==> src/rtl/cclut_clct_packer_if.sv <==
// cclut_clct_packer_if: stream bundle for the CLCT packer.
//   Carries the stage-1 lookup inputs (strobe plus per-CLCT hit/pid/key/offs/bend)
//   and the FWFT output handshake (out_valid/out_ready/out_data).
//   master: producer of lookup results and consumer of packed words (e.g. testbench).
//   slave : the packer itself.
interface cclut_clct_packer_if #(
    parameter int unsigned MXKEYBX = 8,
    parameter int unsigned MXOFFSB = 4,
    parameter int unsigned MXBNDB  = 5,
    parameter int unsigned MXPIDB  = 4,
    parameter int unsigned MXHITB  = 3
);
    localparam int unsigned WORDW = MXHITB + MXPIDB + MXKEYBX + MXOFFSB + MXBNDB;

    logic               in_strobe;
    logic [MXHITB-1:0]  hit0,      hit1;
    logic [MXPIDB-1:0]  pid0,      pid1;
    logic [MXKEYBX-1:0] best_key0, best_key1;
    logic [MXOFFSB-1:0] offs0,     offs1;
    logic [MXBNDB-1:0]  bend0,     bend1;

    logic               out_valid;
    logic               out_ready;
    logic [WORDW-1:0]   out_data;

    modport master (
        output in_strobe, hit0, hit1, pid0, pid1, best_key0, best_key1,
        output offs0, offs1, bend0, bend1,
        output out_ready,
        input  out_valid, out_data
    );

    modport slave (
        input  in_strobe, hit0, hit1, pid0, pid1, best_key0, best_key1,
        input  offs0, offs1, bend0, bend1,
        input  out_ready,
        output out_valid, out_data
    );
endinterface

==> src/rtl/cclut_clct_packer.sv <==
// cclut_clct_packer: registers two per-BX CCLUT lookup results, applies the hit
// threshold and pattern-ID range check, cancels ghosts, packs survivors into
// {hit, pid, key, offs, bend} words and buffers them in a FWFT FIFO.
// Ports:
//   clock, reset   system clock, asynchronous active-high reset
//   bus (slave)    lookup inputs and out_valid/out_ready/out_data stream
//   hit_thresh     minimum layer-hit count to accept a CLCT
//   ghost_sep      ghost window in 1/2-strips, 0 disables cancellation
//   word_count     words currently held in the FIFO
//   drop_count     saturating count of words lost to a full FIFO
//   overflow       sticky flag, set on any dropped word
module cclut_clct_packer #(
    parameter int unsigned MXKEYBX    = 8,
    parameter int unsigned MXOFFSB    = 4,
    parameter int unsigned MXBNDB     = 5,
    parameter int unsigned MXPIDB     = 4,
    parameter int unsigned MXHITB     = 3,
    parameter int unsigned FIFO_DEPTH = 8,
    parameter int unsigned MXCNTB     = 16
) (
    input  logic                        clock,
    input  logic                        reset,
    cclut_clct_packer_if.slave          bus,
    input  logic [MXHITB-1:0]           hit_thresh,
    input  logic [3:0]                  ghost_sep,
    output logic [$clog2(FIFO_DEPTH):0] word_count,
    output logic [MXCNTB-1:0]           drop_count,
    output logic                        overflow
);
    localparam int unsigned AW     = $clog2(FIFO_DEPTH);
    localparam int unsigned CW     = AW + 1;
    localparam int unsigned WordW  = MXHITB + MXPIDB + MXKEYBX + MXOFFSB + MXBNDB;
    localparam int unsigned PidMax = 4;

    // ------------------------------------------------------------------
    // Stage 1: capture lookup results. Index 0 = CLCT0, index 1 = CLCT1.
    // ------------------------------------------------------------------
    logic                          s1_valid_d, s1_valid_q;
    logic [1:0][MXHITB-1:0]        s1_hit_d,   s1_hit_q;
    logic [1:0][MXPIDB-1:0]        s1_pid_d,   s1_pid_q;
    logic [1:0][MXKEYBX-1:0]       s1_key_d,   s1_key_q;
    logic [1:0][MXOFFSB-1:0]       s1_offs_d,  s1_offs_q;
    logic [1:0][MXBNDB-1:0]        s1_bend_d,  s1_bend_q;

    always_comb begin
        s1_valid_d = bus.in_strobe;
        s1_hit_d   = s1_hit_q;
        s1_pid_d   = s1_pid_q;
        s1_key_d   = s1_key_q;
        s1_offs_d  = s1_offs_q;
        s1_bend_d  = s1_bend_q;
        if (bus.in_strobe) begin
            s1_hit_d  = {bus.hit1,      bus.hit0};
            s1_pid_d  = {bus.pid1,      bus.pid0};
            s1_key_d  = {bus.best_key1, bus.best_key0};
            s1_offs_d = {bus.offs1,     bus.offs0};
            s1_bend_d = {bus.bend1,     bus.bend0};
        end
    end

    always_ff @(posedge clock or posedge reset) begin
        if (reset) begin
            s1_valid_q <= 1'b0;
            s1_hit_q   <= '0;
            s1_pid_q   <= '0;
            s1_key_q   <= '0;
            s1_offs_q  <= '0;
            s1_bend_q  <= '0;
        end else begin
            s1_valid_q <= s1_valid_d;
            s1_hit_q   <= s1_hit_d;
            s1_pid_q   <= s1_pid_d;
            s1_key_q   <= s1_key_d;
            s1_offs_q  <= s1_offs_d;
            s1_bend_q  <= s1_bend_d;
        end
    end

    // ------------------------------------------------------------------
    // Stage 2: qualify, ghost-cancel and pack.
    // ------------------------------------------------------------------
    logic [1:0]              acc;
    logic [1:0][WordW-1:0]   word;
    logic [MXKEYBX-1:0]      key_diff;
    logic                    ghost;
    logic                    keep1;

    always_comb begin
        for (int i = 0; i < 2; i++) begin
            acc[i]  = s1_valid_q && (s1_hit_q[i] >= hit_thresh) &&
                      (s1_pid_q[i] <= MXPIDB'(PidMax));
            word[i] = {s1_hit_q[i], s1_pid_q[i], s1_key_q[i], s1_offs_q[i], s1_bend_q[i]};
        end
        key_diff = (s1_key_q[0] >= s1_key_q[1]) ? (s1_key_q[0] - s1_key_q[1])
                                                : (s1_key_q[1] - s1_key_q[0]);
        // CLCT1 is the one sacrificed when the two keys sit inside the window.
        ghost = acc[0] && acc[1] && (ghost_sep != 4'd0) && (key_diff < MXKEYBX'(ghost_sep));
        keep1 = acc[1] && !ghost;
    end

    // ------------------------------------------------------------------
    // FIFO control
    // ------------------------------------------------------------------
    logic [WordW-1:0]  mem_q [FIFO_DEPTH];
    logic [AW-1:0]     wr_ptr_d, wr_ptr_q;
    logic [AW-1:0]     rd_ptr_d, rd_ptr_q;
    logic [AW-1:0]     wr_ptr_p1;
    logic [CW-1:0]     count_d,  count_q;
    logic [MXCNTB-1:0] drop_d,   drop_q;
    logic              overflow_d, overflow_q;

    logic [1:0]        n_req;
    logic [1:0]        n_wr;
    logic [1:0]        n_drop;
    logic [CW-1:0]     free;
    logic              pop;
    logic [WordW-1:0]  wdata0;
    logic [WordW-1:0]  wdata1;
    logic [MXCNTB:0]   drop_sum;

    always_comb begin
        n_req  = {1'b0, acc[0]} + {1'b0, keep1};
        // Room is judged on the pre-edge count: a same-cycle pop frees nothing.
        free   = CW'(FIFO_DEPTH) - count_q;
        if (free >= CW'(n_req)) begin
            n_wr = n_req;
        end else begin
            // free < n_req <= 2, so free fits in two bits here.
            n_wr = free[1:0];
        end
        n_drop = n_req - n_wr;

        // Slot order is CLCT0 then CLCT1; if CLCT0 is rejected CLCT1 takes slot 0.
        wdata0 = acc[0] ? word[0] : word[1];
        wdata1 = word[1];

        pop       = (count_q != '0) && bus.out_ready;
        wr_ptr_p1 = wr_ptr_q + AW'(1);

        wr_ptr_d = wr_ptr_q + AW'(n_wr);
        rd_ptr_d = rd_ptr_q + AW'(pop);
        count_d  = count_q + CW'(n_wr) - CW'(pop);

        drop_sum = {1'b0, drop_q} + (MXCNTB + 1)'(n_drop);
        drop_d   = drop_sum[MXCNTB] ? '1 : drop_sum[MXCNTB-1:0];

        overflow_d = overflow_q || (n_drop != 2'd0);
    end

    always_ff @(posedge clock or posedge reset) begin
        if (reset) begin
            wr_ptr_q   <= '0;
            rd_ptr_q   <= '0;
            count_q    <= '0;
            drop_q     <= '0;
            overflow_q <= 1'b0;
        end else begin
            wr_ptr_q   <= wr_ptr_d;
            rd_ptr_q   <= rd_ptr_d;
            count_q    <= count_d;
            drop_q     <= drop_d;
            overflow_q <= overflow_d;
        end
    end

    // Storage is not reset; out_data is only meaningful while out_valid is high.
    always_ff @(posedge clock) begin
        if (n_wr != 2'd0) begin
            mem_q[wr_ptr_q] <= wdata0;
        end
        if (n_wr == 2'd2) begin
            mem_q[wr_ptr_p1] <= wdata1;
        end
    end

    assign bus.out_valid = (count_q != '0);
    assign bus.out_data  = mem_q[rd_ptr_q];
    assign word_count    = count_q;
    assign drop_count    = drop_q;
    assign overflow      = overflow_q;

endmodule

==> src/flat_wrapper.sv <==
// flat-port wrapper written by rule: the top's interface ports become plain ports
module cclut_clct_packer_flat 
#(
    parameter int unsigned MXKEYBX    = 8,
    parameter int unsigned MXOFFSB    = 4,
    parameter int unsigned MXBNDB     = 5,
    parameter int unsigned MXPIDB     = 4,
    parameter int unsigned MXHITB     = 3,
    parameter int unsigned FIFO_DEPTH = 8,
    parameter int unsigned MXCNTB     = 16
)
  (clock, reset, hit_thresh, ghost_sep, word_count, drop_count, overflow, bus_in_strobe, bus_hit0, bus_hit1, bus_pid0, bus_pid1, bus_best_key0, bus_best_key1, bus_offs0, bus_offs1, bus_bend0, bus_bend1, bus_out_ready, bus_out_valid, bus_out_data);
  cclut_clct_packer_if #(.MXKEYBX(MXKEYBX), .MXOFFSB(MXOFFSB), .MXBNDB(MXBNDB), .MXPIDB(MXPIDB), .MXHITB(MXHITB)) bus_i ();
  input  logic clock;
  input  logic reset;
  input  logic [MXHITB-1:0] hit_thresh;
  input  logic [3:0] ghost_sep;
  output logic [$clog2(FIFO_DEPTH):0] word_count;
  output logic [MXCNTB-1:0] drop_count;
  output logic overflow;
  input wire logic [$bits(bus_i.in_strobe)-1:0] bus_in_strobe;
  input wire logic [$bits(bus_i.hit0)-1:0] bus_hit0;
  input wire logic [$bits(bus_i.hit1)-1:0] bus_hit1;
  input wire logic [$bits(bus_i.pid0)-1:0] bus_pid0;
  input wire logic [$bits(bus_i.pid1)-1:0] bus_pid1;
  input wire logic [$bits(bus_i.best_key0)-1:0] bus_best_key0;
  input wire logic [$bits(bus_i.best_key1)-1:0] bus_best_key1;
  input wire logic [$bits(bus_i.offs0)-1:0] bus_offs0;
  input wire logic [$bits(bus_i.offs1)-1:0] bus_offs1;
  input wire logic [$bits(bus_i.bend0)-1:0] bus_bend0;
  input wire logic [$bits(bus_i.bend1)-1:0] bus_bend1;
  input wire logic [$bits(bus_i.out_ready)-1:0] bus_out_ready;
  output wire logic [$bits(bus_i.out_valid)-1:0] bus_out_valid;
  output wire logic [$bits(bus_i.out_data)-1:0] bus_out_data;
  assign bus_i.in_strobe = bus_in_strobe;
  assign bus_i.hit0 = bus_hit0;
  assign bus_i.hit1 = bus_hit1;
  assign bus_i.pid0 = bus_pid0;
  assign bus_i.pid1 = bus_pid1;
  assign bus_i.best_key0 = bus_best_key0;
  assign bus_i.best_key1 = bus_best_key1;
  assign bus_i.offs0 = bus_offs0;
  assign bus_i.offs1 = bus_offs1;
  assign bus_i.bend0 = bus_bend0;
  assign bus_i.bend1 = bus_bend1;
  assign bus_i.out_ready = bus_out_ready;
  assign bus_out_valid = bus_i.out_valid;
  assign bus_out_data = bus_i.out_data;
  cclut_clct_packer #(.MXKEYBX(MXKEYBX), .MXOFFSB(MXOFFSB), .MXBNDB(MXBNDB), .MXPIDB(MXPIDB), .MXHITB(MXHITB), .FIFO_DEPTH(FIFO_DEPTH), .MXCNTB(MXCNTB)) u_core (.clock(clock), .reset(reset), .bus(bus_i), .hit_thresh(hit_thresh), .ghost_sep(ghost_sep), .word_count(word_count), .drop_count(drop_count), .overflow(overflow));
endmodule
==> config.mk <==
export PLATFORM = sky130hd
export DESIGN_NAME = cclut_clct_packer_flat
export DESIGN_NICKNAME = d
export VERILOG_FILES = /design/src/rtl/cclut_clct_packer_if.sv /design/src/rtl/cclut_clct_packer.sv /design/src/flat_wrapper.sv
export SDC_FILE = /design/constraint.sdc
export NUM_CORES = 1
export LEC_CHECK = 0
export ABC_AREA = 1
export CAP_MARGIN = 20
export CELL_PAD_IN_SITES_DETAIL_PLACEMENT = 1
export CELL_PAD_IN_SITES_GLOBAL_PLACEMENT = 1
export CORE_MARGIN = 5
export CORE_UTILIZATION = 41
export DETAILED_ROUTE_END_ITERATION = 8
export PLACE_DENSITY = 0.89
export REMOVE_ABC_BUFFERS = 1
export SLEW_MARGIN = 20
export SYNTH_ARGS = -nofsm -noshare
export SYNTH_HDL_FRONTEND = slang
export SYNTH_SLANG_ARGS = --single-unit
==> constraint.sdc <==
create_clock -name clock -period 6 [get_ports clock]
set_input_delay 0.9 -clock clock [delete_from_list [all_inputs] [get_ports clock]]
set_output_delay 0.9 -clock clock [all_outputs]
set_load 0.02 [all_outputs]
# ---- Yosys cells after proc, flatten, opt, wreduce, memory -nomap -nowiden
# Memory sizes are Yosys's and may differ from the RTL's.
# Cells that the tools add are included.
# W data, S select, Z words.
dict set report word_totals {
  register_bits 76
  ram_bits 192
  input_bits 59
  out_inout_bits 46
  elab_cells 59
  mem_count 1
}
# name depth width rd rd_clocked_by_memory_dff wr line_no
set mem_list {}
lappend mem_list {u_core.mem_q 8 24 1 0 2 cclut_clct_packer.sv:104} ;# logic [WordW-1:0] mem_q [FIFO_DEPTH];
dict set report classes {
  n_addsub 11
  order_cmp 7
  eq_ne 1
  mux 8
  n_reduce_logical 15
}
# operator n
set op_table {}
lappend op_table {{$mux W24} 1}
lappend op_table {{$add A16 B2 Y17} 1}
lappend op_table {{$mux W16} 1}
lappend op_table {{$sub A8 B8 Y8} 2}
lappend op_table {{$logic_and A1 B1 Y1} 9}
lappend op_table {{$ge A8 B8 Y1} 1}
lappend op_table {{$le A4 B3 Y1 const B} 2}
lappend op_table {{$lt A8 B4 Y1} 1}
lappend op_table {{$mux W8} 1}
lappend op_table {{$reduce_bool A4 Y1} 2}
lappend op_table {{$ge A3 B3 Y1} 2}
lappend op_table {{$add A4 B2 Y4} 1}
lappend op_table {{$ge A4 B2 Y1} 1}
lappend op_table {{$mux W1} 4}
lappend op_table {{$reduce_bool A2 Y1} 2}
lappend op_table {{$sub A4 B1 Y4} 1}
lappend op_table {{$sub A4 B4 Y4 const A} 1}
lappend op_table {{$add A3 B1 Y3} 1}
lappend op_table {{$add A3 B1 Y3 const B} 1}
lappend op_table {{$add A3 B2 Y3} 1}
lappend op_table {{$add A1 B1 Y2} 1}
lappend op_table {{$eq A2 B2 Y1 const B} 1}
lappend op_table {{$mux W2} 1}
lappend op_table {{$sub A2 B2 Y2} 1}
lappend op_table {{other kinds (2)} 2}

# ---- Logic depth before layout (Yosys ltp)
dict set report depth {
  depth_word 14
  depth_mapped 47
  mapped_depth_nobuf 44
}

# ---- Least setup slack after synthesis
# OpenSTA, ideal clock, no wires.
dict set report synth_timing {
  path_kind {register to register}
  from {reg u_core.s1_key_q[9] (netlist name)}
  to {reg u_core.drop_q[10], in the netlist u_core.drop_count[10]}
  setup_ns 0.138
  arrival_time_ns 6.363
  required_ns 5.862
  slack_ns -0.500
  path_stages_with_launch 44
  n_path_buf 5
  period_less_slack_ns 6.500
  cell_sequence {dfrtp_1 -> clkbuf_1 -> inv_1 -> fa_1 -> nand3_1 -> nand2_1 -> nand2_1 -> nand3_1 -> inv_1 -> nand2_1 -> nand2_1 -> xnor2_1 -> inv_1 -> ha_1 -> a21oi_1 -> o21ai_0 -> nor3_1 -> nand2_1 -> (+8 left out) -> nor4_4 -> nand2_2 -> o21ai_2 -> buf_6 -> buf_4 -> buf_6 -> inv_1 -> ha_1 -> inv_1 -> ha_1 -> fa_1 -> nand3_1 -> nor2_1 -> nand3_1 -> inv_1 -> nand4_1 -> clkbuf_1 -> nand3_1}
}
dict set report synth_between {
  elab_chain_len 12
  elab_cells_between_ends 14
  classes_between {add/sub: 5; order compare: 3; mux: 3; reduce/logical: 3}
}
# item line_no
set synth_rtl {}
lappend synth_rtl {{from (decl)} cclut_clct_packer.sv:41} ;# logic [1:0][MXKEYBX-1:0] s1_key_d, s1_key_q;
lappend synth_rtl {{from (signal assigned)} cclut_clct_packer.sv:73} ;# s1_key_q <= s1_key_d;
lappend synth_rtl {{$sub A8 B8 Y8, or another cell as far along} cclut_clct_packer.sv:95} ;# : (s1_key_q[1] - s1_key_q[0]);
lappend synth_rtl {{$mux W8 *} cclut_clct_packer.sv:94} ;# key_diff = (s1_key_q[0] >= s1_key_q[1]) ? (s1_key_q[0] - s1_key_q[1])
lappend synth_rtl {{$lt A8 B4 Y1 *} cclut_clct_packer.sv:97} ;# ghost = acc[0] && acc[1] && (ghost_sep != 4'd0) && (key_diff < MXKEYBX'(ghost_sep));
lappend synth_rtl {{$logic_and A1 B1 Y1 *} cclut_clct_packer.sv:97}
lappend synth_rtl {{$logic_not A1 Y1 *} cclut_clct_packer.sv:98} ;# keep1 = acc[1] && !ghost;
lappend synth_rtl {{$logic_and A1 B1 Y1 *} cclut_clct_packer.sv:98}
lappend synth_rtl {{$add A1 B1 Y2 *} cclut_clct_packer.sv:122} ;# n_req = {1'b0, acc[0]} + {1'b0, keep1};
lappend synth_rtl {{$ge A4 B2 Y1} cclut_clct_packer.sv:125} ;# if (free >= CW'(n_req)) begin
lappend synth_rtl {{$mux W2} cclut_clct_packer.sv:125}
lappend synth_rtl {{$sub A2 B2 Y2 *} cclut_clct_packer.sv:131} ;# n_drop = n_req - n_wr;
lappend synth_rtl {{$add A16 B2 Y17 *} cclut_clct_packer.sv:144} ;# drop_sum = {1'b0, drop_q} + (MXCNTB + 1)'(n_drop);
lappend synth_rtl {{$mux W16 *} cclut_clct_packer.sv:145} ;# drop_d = drop_sum[MXCNTB] ? '1 : drop_sum[MXCNTB-1:0];
lappend synth_rtl {{via u_core.drop_d[10]} cclut_clct_packer.sv:109} ;# logic [MXCNTB-1:0] drop_d, drop_q;
lappend synth_rtl {{to (signal assigned)} cclut_clct_packer.sv:161} ;# drop_q <= drop_d;
lappend synth_rtl {{to (decl)} cclut_clct_packer.sv:109}
# The timed path passes the listed nets; every way through them passes the cells marked *.
# A chain may end at the register's enable or synchronous reset.

# ---- Worst setup path in the final report
dict set report layout_timing {
  from {reg u_core.s1_key_q[8] (netlist name)}
  to {reg u_core.drop_q[11], in the netlist u_core.drop_count[11]}
}
# Same word-level chain as after synthesis.

==> impl_metrics.csv <==
group,metric,value,unit
run_status,status,"finished, violations left",
run_status,violations,"setup timing",
final_layout,fin_area,18720,um^2
clocking,hold_buffers,0,
timing,fin_setup_tns,-0.8047,ns
routing,vias_per_cell,6.130,
final_layout,area_growth,21.24,%
job,maxCapViolations,0,
clocking,cts_sinks,268,
floorplanning,die_h,204.0,um
setup_path,cpPeakStageDelay,0.49,ns
final_layout,antenna_cells,0,
timing,period_minus_slack,6.124,ns
final_layout,fin_cells,2479,
setup_path,slowest_stage,"fa_2",
final_layout,drive_above_1_share,13.16,%
global_route,antenna_found_initial,0,
floorplanning,pin_count,105,
clocking,clk_pin_slew,0.06,ns
setup_path,path_max_fanout,10,
synthesis,syn_area,15440,um^2
timing,finalHoldViolCount,0,
floorplanning,dieWidth,204.0,um
clocking,clock-root-buffer,"clkbuf_16",
place,port_buffers,104,
timing,slew_violations,0,
setup_path,end_kind,"register",
floorplanning,core,37400,um^2
place,place_congestion,0.8682,
timing,skew,0.03489,ns
setup_path,crit_top_cell,"nand2_2",
final_layout,final_nets,2047,
clocking,cts_tree,"yes",
routing,drtPass1Iterations,6,
synthesis,syn_avg_cell_area,8.335,um^2
clocking,h-tree-depth,2,
setup_path,critPathArrivalTime,6.51,ns
place,dpl_cell_area,17030,um^2
clocking,cts-buffers-inserted,34,
timing,setup_violations,15,
timing,setup_ws,-0.1245,ns
place,dp_cells,2393,
routing,vias,15197,
min_path,holdCritPathClass,"register to register",
floorplanning,die_area,41630,um^2
final_layout,nFillCells,4365,
global_route,grt_overflow,0,
routing,drt_iter0_markers,1890,
synthesis,syn_inst,1852,
floorplanning,row_count,71,
synthesis,synth_cell_types,40,
timing,fmaxAchievable,163.3,MHz
global_route,grt_pass1_vias,16020,
routing,final_antenna_net_count,0,
pwr,power_density,503.9,nW/um^2
synthesis,synth_edf_count,192,
clocking,insertion_delay,0.52,ns
synthesis,yosys_most_used_dff,"edfxtp_1",
clocking,cts_max_path_buffers,3,
global_route,grtUsageTotal,27.00,%
routing,wl,60530,um
routing,route.detailed.drc,0,
setup_path,critical_path_class,"register to register",
final_layout,mostFrequentLayoutCell,"nand2_1",
routing,wl_per_cell,24.42,um
global_route,grt_max_degree,98,
final_layout,post-route-util,50.05,%
setup_path,startpoint_type,"register",
pwr,ir_worst_vdd,0.3826,mV
global_route,grt_pass1_wl,89420,um
synthesis,yosysWarnings,0,
timing,slew_headroom,23.28,%
synthesis,synth-seq-area-share,49.67,%
timing,worstMarginPinSlew,1.151,ns
synthesis,synth-seq-cells,268,
floorplanning,start_util,41.28,%
timing,rsz0062_at_grt,"yes",
setup_path,worstPathRequired,6.39,ns
place,post-dp-hpwl,33550,um
pwr,power_leakage,7.971,nW
timing,final.period_utilization,102.1,%
synthesis,postSynth.asyncResetShare,28.36,%
final_layout,final_cell_mix,"nand2_1 (547), nand4_1 (202), edfxtp_1 (192), nor2_1 (184), o21ai_0 (134)",
==> per-stage QoR <==
step	total power, mW	hold slack (ns)	setup WS (ns)
6_report	9.431	0.5213	-0.1245
5_1_grt	9.806	0.5248	-0.3029
4_1_cts	9.085	0.5130	0.004579
2_1_floorplan	4.966	0.4383	-5.114
3_3_place_gp	6.711	0.4538	0.04910
3_5_place_dp	6.939	0.4896	-0.3361
==> sequential cells by signal, indices dropped and copies added (netlist names) <==
register	flops
u_core.s1_pid_q	8
u_core.overflow	1
u_core.s1_hit_q	6
u_core.s1_offs_q	8
u_core.s1_bend_q	10
u_core.rd_ptr_q	3
u_core.mem_q	192
u_core.s1_valid_q	1
u_core.drop_count	16
u_core.wr_ptr_q	3
u_core.s1_key_q	16
u_core.word_count	4
==> routing by layer <==
layer	up-vias	global-route usage (%)	wire length, um
li1	6532	-	-
met1	7411	33.63	21620
met2	976	46.36	29870
met3	278	4.237	5567
met4	0	12.35	3472
met5	-	0	0
==> synthesized netlist by cell type, drive strengths merged (2+ instances only) <==
library cell	n	area, um^2
a21oi	15	75.07
a31oi	24	150.1
buf	57	401.6
clkbuf	96	367.8
dfrtp	76	1902
edfxtp	192	5766
fa	5	100.1
ha	41	513.0
inv	106	397.9
mux2	14	157.7
nand2	569	2138
nand3	35	200.2
nand4	202	1264
nor2	194	728.2
nor3	11	55.05
nor4	2	27.53
o211ai	2	15.01
o21a	2	15.01
o21ai	162	818.3
o21bai	2	15.01
o22ai	24	150.1
or2	2	12.51
xnor2	8	70.07
xor2	5	51.30
==> path summary, 6_finish.rpt <==
path                                          start               endpoint  slack, ns  cells after the start
worst max register to register   u_core.s1_key_q[8]  u_core.drop_count[11]      -0.12                     38
max in group asynchronous                     reset     u_core.rd_ptr_q[0]       4.05                      3
worst min register to register  u_core.s1_bend_q[0]    u_core.s1_bend_q[0]       0.52                      2
worst min-delay path            u_core.s1_bend_q[0]    u_core.s1_bend_q[0]       0.52                      2
worst max-delay path             u_core.s1_key_q[8]  u_core.drop_count[11]      -0.12                     38
min in group asynchronous                     reset   u_core.drop_count[6]       0.81                      2
==> kinds of logic (layout without fill, tap and decap cells) <==
logic type	count (synthesis)	in the layout	share of synthesized area (%)
flip-flops	268	268	49.67
buffers and inverters	259	375	7.562
XOR/XNOR	13	13	0.7862
adder cells (fa/ha/maj)	46	46	3.971
AO/OA/AOI/OAI	235	235	8.235
multiplexers	14	14	1.021
AND/OR/NAND/NOR	1017	1017	28.76
==> repair_timing <==
item                                    4_1_cts  5_1_grt
endpoints found under the setup margin      400      404
hold endpoints to repair                      0        0
pin swaps                                    15       33
cloned                                        0        0
resized for setup                            33       69
setup buffers                                10       15
==> critical path: cells and delay by family (launching register included) <==
kind,cells,cell delay (ns)
AO/OA/AOI/OAI,6,0.58
adder cells (fa/ha/maj),7,1.96
buffers and inverters,7,0.86
flip-flops,1,0.43
AND/OR/NAND/NOR,18,2.14
==> area by class of cell <==
type / instances / area (um^2) / area share (%)
clock buffer: 45 / 932.1 / 4.980
sequential: 268 / 7669 / 40.97
timing repair buffer: 207 / 1868 / 9.981
inverter: 106 / 407.9 / 2.179
multi-input combinational: 1325 / 7038 / 37.60
clock inverter: 17 / 162.7 / 0.8690
tap: 511 / 639.4 / 3.416
==> power breakdown <==
group	internal, mW	switching, mW
clock network	1.19	0.832
logic	1.44	3.32
registers	2.43	0.221
Note: power is estimated with default switching activity, not from simulation.
